==> src/rtl/rr_arb_mux.sv <==
// rr_arb_mux: N-channel arbiter feeding a single registered output stage.
// MODE 0 grants the lowest-index valid channel; MODE 1 rotates priority so
// the channel after the last winner is searched first. in_ready is a
// combinational function of out_ready (no skid buffer), so upstream sees
// backpressure in the same cycle.
module rr_arb_mux #(
  parameter int WIDTH = 65,
  parameter int N     = 2,
  parameter int MODE  = 1,
  localparam int SELW = $clog2(N)
) (
  input  logic                 clk,
  input  logic                 rst_n,
  input  logic [N-1:0]         in_valid,
  input  logic [N*WIDTH-1:0]   in_data,
  output logic [N-1:0]         in_ready,
  output logic                 out_valid,
  output logic [WIDTH-1:0]     out_data,
  output logic [SELW-1:0]      out_sel,
  input  logic                 out_ready
);

  logic             load_en;
  logic             found;
  logic [N-1:0]     grant;
  logic [SELW-1:0]  ptr;
  logic [SELW-1:0]  start;
  logic [SELW-1:0]  gnt_idx;
  logic [WIDTH-1:0] gnt_data;

  assign load_en = !out_valid || out_ready;
  assign start   = (MODE == 0) ? '0 : ptr;

  // The whole register is gated by rst_n so nothing is accepted while the
  // block is held in reset, even though out_valid is already low.
  assign in_ready = grant & {N{load_en & rst_n}};

  // Priority search: first pass covers channels at or above the start
  // index, second pass wraps around to the channels below it.
  always_comb begin
    grant    = '0;
    found    = 1'b0;
    gnt_idx  = '0;
    gnt_data = '0;
    for (int i = 0; i < N; i++) begin
      if (!found && in_valid[i] && (i >= int'(start))) begin
        found    = 1'b1;
        grant[i] = 1'b1;
        gnt_idx  = SELW'(i);
        gnt_data = in_data[i*WIDTH +: WIDTH];
      end
    end
    for (int i = 0; i < N; i++) begin
      if (!found && in_valid[i]) begin
        found    = 1'b1;
        grant[i] = 1'b1;
        gnt_idx  = SELW'(i);
        gnt_data = in_data[i*WIDTH +: WIDTH];
      end
    end
  end

  // Output register: load on transfer, drain when empty-handed, hold under
  // backpressure. Payload and index keep their last values when draining.
  always_ff @(posedge clk or negedge rst_n) begin
    if (!rst_n) begin
      out_valid <= 1'b0;
      out_data  <= '0;
      out_sel   <= '0;
    end else if (load_en) begin
      if (found) begin
        out_valid <= 1'b1;
        out_data  <= gnt_data;
        out_sel   <= gnt_idx;
      end else begin
        out_valid <= 1'b0;
      end
    end
  end

  // Round-robin pointer: moves to the channel after the winner on each
  // transfer, otherwise holds.
  always_ff @(posedge clk or negedge rst_n) begin
    if (!rst_n) begin
      ptr <= '0;
    end else if ((MODE == 1) && load_en && found) begin
      ptr <= (gnt_idx == SELW'(N - 1)) ? '0 : gnt_idx + SELW'(1);
    end
  end

endmodule

==> config.mk <==
export PLATFORM = sky130hd
export DESIGN_NAME = rr_arb_mux
export DESIGN_NICKNAME = d
export VERILOG_FILES = /design/src/rtl/rr_arb_mux.sv
export SDC_FILE = /design/constraint.sdc
export NUM_CORES = 1
export LEC_CHECK = 0
export BUFFER_PORTS_ARGS = -buffer_cell sky130_fd_sc_hd__buf_2
export CAP_MARGIN = 0
export CORE_ASPECT_RATIO = 1.1
export CORE_MARGIN = 10
export CORE_UTILIZATION = 46
export DETAILED_ROUTE_END_ITERATION = 10
export GPL_ROUTABILITY_DRIVEN = 1
export PLACE_DENSITY = 0.9
export SYNTH_ARGS = -nofsm -noshare
export SYNTH_HDL_FRONTEND = slang
export SYNTH_SLANG_ARGS = --single-unit
==> constraint.sdc <==
create_clock -name clk -period 2.05 [get_ports clk]
set_input_delay 0 -clock clk [delete_from_list [all_inputs] [get_ports clk]]
set_output_delay 0 -clock clk [all_outputs]
set_load 0.005 [all_outputs]
==> results of run 1 <==
[power breakdown]
| group | internal [mW] | switching, mW | leakage, nW | total, mW |
|---|---|---|---|---|
| Sequential | 1.56 | 0.131 | 0.783 | 1.69 |
| Combinational | 0.566 | 0.588 | 1.51 | 1.15 |
| Clock | 0.614 | 0.461 | 0.0983 | 1.07 |
| Total | 2.74 | 1.18 | 2.39 | 3.92 |
[cells in the mapped netlist]
library cell / count
or2_1: 1
dfrtp_1: 68
and3_1: 2
and2_1: 2
a32oi_1: 65
a21boi_0: 1
buf_1: 1
buf_6: 5
mux2_2: 1
nand2b_1: 3
a21oi_1: 131
clkbuf_1: 33
buf_2: 6
a21oi_2: 1
[cell type report]
class                   instances  area, µm²  area share (%)
flip-flops and latches         68       1700            32.1
clock inverters                 2       35.0           0.661
diodes                          5       12.5           0.236
clock buffers                  12        155            2.93
well taps                      82        103            1.94
multi-input cells             207       1320            24.9
repair buffers                297       1970            37.2
[final timing paths]
path / slack (ns) / from / endpoint / cells past startpoint
worst max-delay path: 0.07 / ptr$_DFFE_PN0P_ / out_data[14]$_DFFE_PN0P_ / 5
min in group asynchronous: 0.34 / rst_n / out_data[35]$_DFFE_PN0P_ / 3
max in group asynchronous: 1.37 / rst_n / out_data[48]$_DFFE_PN0P_ / 3
worst max register to register: 0.07 / ptr$_DFFE_PN0P_ / out_data[14]$_DFFE_PN0P_ / 5
worst min-delay path: 0.01 / in_data[115] / out_data[50]$_DFFE_PN0P_ / 3
worst min register to register: 0.52 / out_data[45]$_DFFE_PN0P_ / out_data[45]$_DFFE_PN0P_ / 2
[flip-flops by register name, summed over array words and instances, names as in the netlist]
name and cells:
ptr 1, out_valid 1, out_data 65, out_sel 1
[layer usage]
| layer | up-vias | share of wire, % |
|---|---|---|
| met5 | - | 0 |
| met4 | 0 | 6.1 |
| met3 | 76 | 11 |
| met2 | 333 | 50 |
| met1 | 1927 | 33 |
| li1 | 1795 | - |
[worst reg2reg max path, cell delays in order (launching register included)]
cell	delay (ns)
dfrtp_1	0.42
nand2b_2	0.21
buf_12	0.21
a32oi_1	0.32
dlygate4sd3_1	0.63
a21oi_1	0.08
[layout by cell type, fill, tap and decap left out]
cell and count:
bufinv_16 1, and2_1 1, dfrtp_1 68, a21boi_4 1, a21oi_1 131, clkinv_2 1
nand2b_2 2, clkbuf_1 1, a21oi_2 1, and3_1 2, diode_2 5, mux2_2 1
or2_2 1, buf_2 203, buf_4 7, buf_12 3, a32oi_1 65, and2_2 1
dlygate4sd3_1 84, nand2b_1 1, clkbuf_8 11
[per-stage QoR]
step	hold WS [ns]	cells
after floorplan	-0.296	320
after global placement	0.121	570
after detailed placement	0.120	570
after CTS	0.000600	668
after global routing	0.0111	672
final	0.0105	673
[cell families (layout without fill, tap and decap cells)]
group / after synthesis / count (layout) / share of synthesized area (%)
AND/OR/NAND/NOR: 8 / 8 / 1.56
flip-flops: 68 / 68 / 52.9
other: 0 / 5 / 0
AO/OA/AOI/OAI: 198 / 198 / 38.6
buffers and inverters: 45 / 311 / 6.65
multiplexers: 1 / 1 / 0.350
==> metrics.md, run 1 <==
| Metric | Value |
|---|---|
| Outcome | completed |
| Pre-CTS setup slack | 0.624 ns |
| Slowest CP cell | dlygate4sd3_1 |
| Leakage power | 2.39 nW |
| Critical Path RT | 2.27 ns |
| Slew @ Worst Pin | 0.703 ns |
| Via density | 6.14 |
| Drt initial violations | 255 |
| GR Util All Layers | 25.8% |
| Fmax | 0.506 GHz |
| Yosys top cell area share | 52.9% |
| Site Rows | 31 |
| DP Area | 0.00425 mm² |
| Io pins | 204 |
| Setup CP Type | reg2reg |
| Area contributors post-synth | dfrtp_1, a21oi_1, a32oi_1 |
| Post-synth top area cell | dfrtp_1 |
| Synth Register Bits | 68 |
| GR Layer Usage met1 | 24.9% |
| Critical path's largest stage delay | 0.63 ns |
| Clock tree buffer depth | 2 |
| First-pass GRT wire length | 22.3 mm |
| Pwr Total | 3.92 mW |
| Fin. max-slew vios | 0 |
| NumNets Final | 718 |
| Drc violations | 0 |
| Fin. Hold Viols | 0 |
| Worst EP arrival | 2.20 ns |
| # resized after CTS | 0 |
| Antenna viol nets, final | 0 |
| Power Density | 740 mW/mm² |
| CP endpoint kind | flop |
| Tcrit/Tclk final | 96.4% |
| CP Cell Sequence | nand2b_2 > buf_12 > a32oi_1 > dlygate4sd3_1 > a21oi_1 |
| Total CTS buffers | 9 |
| Worst-path clk slew | 0.07 ns |
| DP HPWL | 8.40 mm |
| Port bufs | 203 |
| Initial Util | 48.0% |
| Layout cells sized above 1 | 39.8% |
| CTS tree | built |
| Cells after synthesis | 320 |
| Worst min-delay path class | in2reg |
| # setup viols final | 0 |
| Mapped cell area | 0.00322 mm² |
| Die H | 108 µm |
| Antenna violations before repair | 4 |
| Syn avg cell area | 10.1 µm² |
| Root buf cell | clkbuf_8 |
| Unrepaired setup endpoints after global routing | false |
| Syn_nets | 455 |
| Post-Layout Inst Area | 0.00530 mm² |
| Die Wd | 99.8 µm |
| Vias in the first global route | 4340 |
| Worst clock skew | 0.0139 ns |
| Buf/Inv on CP | 2 |
| Distinct cells, synth | 14 |
| Cts hold-fix bufs | 84 |
| Warning count from the yosys run | 0 |
| Pin count of the biggest net entering global routing | 70 |
| Core ar. | 0.00671 mm² |
| WL per Instance | 21.9 µm |
| Maximum Capacitance Violations | 0 |
| Peak supply drop | 0.524 mV |
| Crit Path Max Fanout | 66 |
| Post-route setup TNS | 0 ns |
| Fin util | 78.9% |
| Area delta synth->final | 64.6% |
| Clock latency on the worst-skew pair | 0.33 ns |
| Final Wtd Congestion | 0.743 |
| Final WS setup | 0.0730 ns |
| Post-CTS Setup Repair Bufs | 0 |
| GRT Residual Overflow | 0 |
| Fill count | 426 |
| Startpoint type of the worst setup path | flop |
| DR vias | 4131 |
| M3 GR Usage | 8.80% |
| Slew margin rel. | 53.1% |
| Top Family by Delay on Critical Path | buffers and inverters |
| Sequential share of the synthesized area | 52.9% |
| Tmin final | 1.98 ns |
| Detailed Routing Iterations Pass 1 | 7 |
| Top Usage Layer GRT | met2 |
| Total Wirelength | 14.7 mm |
| Met2 GRT Util | 43.9% |
| Clk sinks | 68 |
| Die area | 0.0107 mm² |
| H-tree Lvls | 3 |
(Power assumes the default switching activity.)
==> inputs of run 2 (changes only) <==
--- a/config.mk
+++ b/config.mk
@@ -12,7 +12,8 @@
 export CORE_UTILIZATION = 46
 export DETAILED_ROUTE_END_ITERATION = 10
 export GPL_ROUTABILITY_DRIVEN = 1
-export PLACE_DENSITY = 0.9
+export PLACE_DENSITY = 0.85
+export REMOVE_ABC_BUFFERS = 1
 export SYNTH_ARGS = -nofsm -noshare
 export SYNTH_HDL_FRONTEND = slang
 export SYNTH_SLANG_ARGS = --single-unit
==> metrics.md, run 2 (synthesized netlist as in run 1, its figures left out) <==
| Metric | Value |
|---|---|
| Clock tree buffer depth | 2 (unchanged) |
| Sw frac | 30.6% (+0.53 points) |
| H-tree Lvls | 3 (unchanged) |
| Commonest cells after routing, fill and taps aside | buf_2, a21oi_1, dlygate4sd3_1, dfrtp_1, a32oi_1 |
| Worst EP arrival | 2.22 ns (+0.02 ns) |
| Pwr Total | 3.98 mW (+1.6%) |
| Unrepaired setup endpoints after global routing | false |
| Core ar. | 0.00671 mm² (unchanged) |
| Crit Path Max Fanout | 19 (-71%) |
| GRT Residual Overflow | 0 (unchanged) |
| Post-Layout Inst Area | 0.00547 mm² (+3.2%) |
| Fin. Hold Viols | 0 (unchanged) |
| Slack of the worst reg-to-reg path | 0.1 ns (+0.02 ns) |
| Total CTS buffers | 9 (unchanged) |
| CP startpoint | ptr$_DFFE_PN0P_ |
| Site Rows | 31 (unchanged) |
| Setup CP Type | reg2reg |
| Worst min-delay path class | in2reg |
| Outcome | completed |
| Pre-CTS setup slack | 0.471 ns (-0.153 ns) |
| Die H | 108 µm (unchanged) |
| Slew margin rel. | 53.8% (+0.71 points) |
| Commonest non-fill, non-tap cell in the layout | buf_2 |
| Flop pwr share | 42.3% (-0.8 points) |
| Peak supply drop | 0.476 mV (-9.1%) |
| DR vias | 4250 (+2.9%) |
| Fmax | 0.512 GHz (+1.2%) |
| Die area | 0.0107 mm² (unchanged) |
| Endpoint, Worst Hold | out_data[26]$_DFFE_PN0P_ |
| GR Util All Layers | 26.9% (+1.1 points) |
| Final Wtd Congestion | 0.807 (+8.7%) |
| Antenna violations before repair | 0 (-4) |
| Pin count of the biggest net entering global routing | 70 (unchanged) |
| Total Wirelength | 15.0 mm (+1.9%) |
| Critical Path RT | 2.32 ns (+0.05 ns) |
| Top reg by flops | out_data |
| Area delta synth->final | 69.9% |
| Worst r2r src | ptr$_DFFE_PN0P_ |
| Root buf cell | clkbuf_8 |
| NetSw | 1.22 mW (+3.4%) |
| Worst clock skew | 0.00735 ns (-0.00653 ns) |
| Post-route setup TNS | 0 ns (unchanged) |
| Power Density | 728 mW/mm² (-1.6%) |
| Logic pwr share | 29.2% (-0.3 points) |
| Layout cells sized above 1 | 39.3% (-0.45 points) |
| Maximum Capacitance Violations | 0 (unchanged) |
| Die Wd | 99.8 µm (unchanged) |
| CP endpoint kind | flop |
| Drt initial violations | 302 (+18%) |
| Final WS setup | 0.0960 ns (+0.0230 ns) |
| DP HPWL | 8.69 mm (+3.5%) |
| Detailed Routing Iterations Pass 1 | 5 (-2) |
| WL per Instance | 21.7 µm (-1.1%) |
| Slew @ Worst Pin | 0.692 ns (-0.0106 ns) |
| Startpoint type of the worst setup path | flop |
| Antenna viol nets, final | 0 (unchanged) |
| Fin. max-slew vios | 0 (unchanged) |
| Clk sinks | 68 (unchanged) |
| DP Area | 0.00424 mm² (-0.35%) |
| Worst-path clk slew | 0.08 ns (about the same) |
| Initial Util | 48.0% (unchanged) |
| Port bufs | 203 (unchanged) |
| Max reg flops | 65 (unchanged) |
| Vias in the first global route | 4439 (+2.3%) |
| Via density | 6.13 (about the same) |
| # setup viols final | 0 (unchanged) |
| Min-delay src | in_data[91] |
| Tmin final | 1.95 ns (-0.0230 ns) |
| Worst R2R End | out_data[62]$_DFFE_PN0P_ |
| CTS tree | built |
| Io pins | 204 (unchanged) |
| NumNets Final | 738 (+2.8%) |
| Drc violations | 0 (unchanged) |
| Clock latency on the worst-skew pair | 0.34 ns (about the same) |
| Clk pwr share | 28.5% (+1.1 points) |
| Power Internal | 2.76 mW (+0.79%) |
| R2R depth | 5 (unchanged) |
| First-pass GRT wire length | 23.2 mm (+4.1%) |
| Leakage power | 2.49 nW (+3.9%) |
| Tcrit/Tclk final | 95.3% (-1.1 points) |
| Hold-critical path depth | 3 (unchanged) |
run 2: changes by cell type in the layout (fill, tap and decap cells not counted), sizes merged:
cell and delta:
buf +4, clkinv +1, diode -2, dlygate4sd3 +16
clkinvlp +1
run 2: final cells by class:
| class | instances | area [µm²] |
|---|---|---|
| multi-input cells | 207 | 1330 |
| diodes | 3 | 7.51 |
| fillers | 415 | 1240 |
| flip-flops and latches | 68 | 1700 |
| clock buffers | 12 | 155 |
| clock inverters | 4 | 47.5 |
| well taps | 82 | 103 |
| repair buffers | 317 | 2130 |
run 2: layer usage:
metal | global-route usage [%] | up-vias | routed length (µm)
met1 | 28.4 | 2034 | 5120
met2 | 45.1 | 319 | 7510
met4 | 16.4 | 0 | 819
met5 | 0 | - | 0
met3 | 9.12 | 70 | 1570
li1 | - | 1827 | -
run 2: how the worst max path moves through the flow:
stage | end | slack (ns) | depth (start not counted)
final | out_data[62]$_DFFE_PN0P_ | 0.1 | 5
after global routing | out_data[62]$_DFFE_PN0P_ | 0.02 | 5
after CTS | out_data[60]$_DFFE_PN0P_ | 0.03 | 5
after detailed placement | out_data[25]$_DFFE_PN0P_ | 0.47 | 4
after global placement | out_data[40]$_DFFE_PN0P_ | 0.55 | 4
after floorplan | out_data[45]$_DFFE_PN0P_ | -2.31 | 3
run 2: through the flow:
step	instances	hold slack, ns	util, %
finish	693	0.00500	81.5
global route	690	0.00640	81.4
CTS	688	0.000389	80.9
detailed placement	573	0.0967	63.2
global placement	573	0.0796	63.2
floorplan	275	-0.296	-
run 2: what timing repair did:
item,4_1_cts,5_1_grt
hold buffers,99,1
hold endpoints to repair,130,1
endpoints found under the setup margin,0,15
resized for setup,0,3
setup buffers,0,1
run 2: power by group through the flow:
stage,Sequential [mW],Clock [mW],Combinational (mW)
after detailed placement,1.69,0,0.952
after global placement,1.68,0,0.925
after global routing,1.70,1.21,1.26
final,1.68,1.13,1.16
after floorplan,1.71,0,0.373
after CTS,1.67,1.15,1.12
run 2: critical path, cell delays in order, from the launching register on:
cell	delay, ns
dfrtp_1	0.40
nand2b_4	0.27
buf_4	0.28
a32oi_1	0.14
dlygate4sd3_1	0.62
a21oi_1	0.17
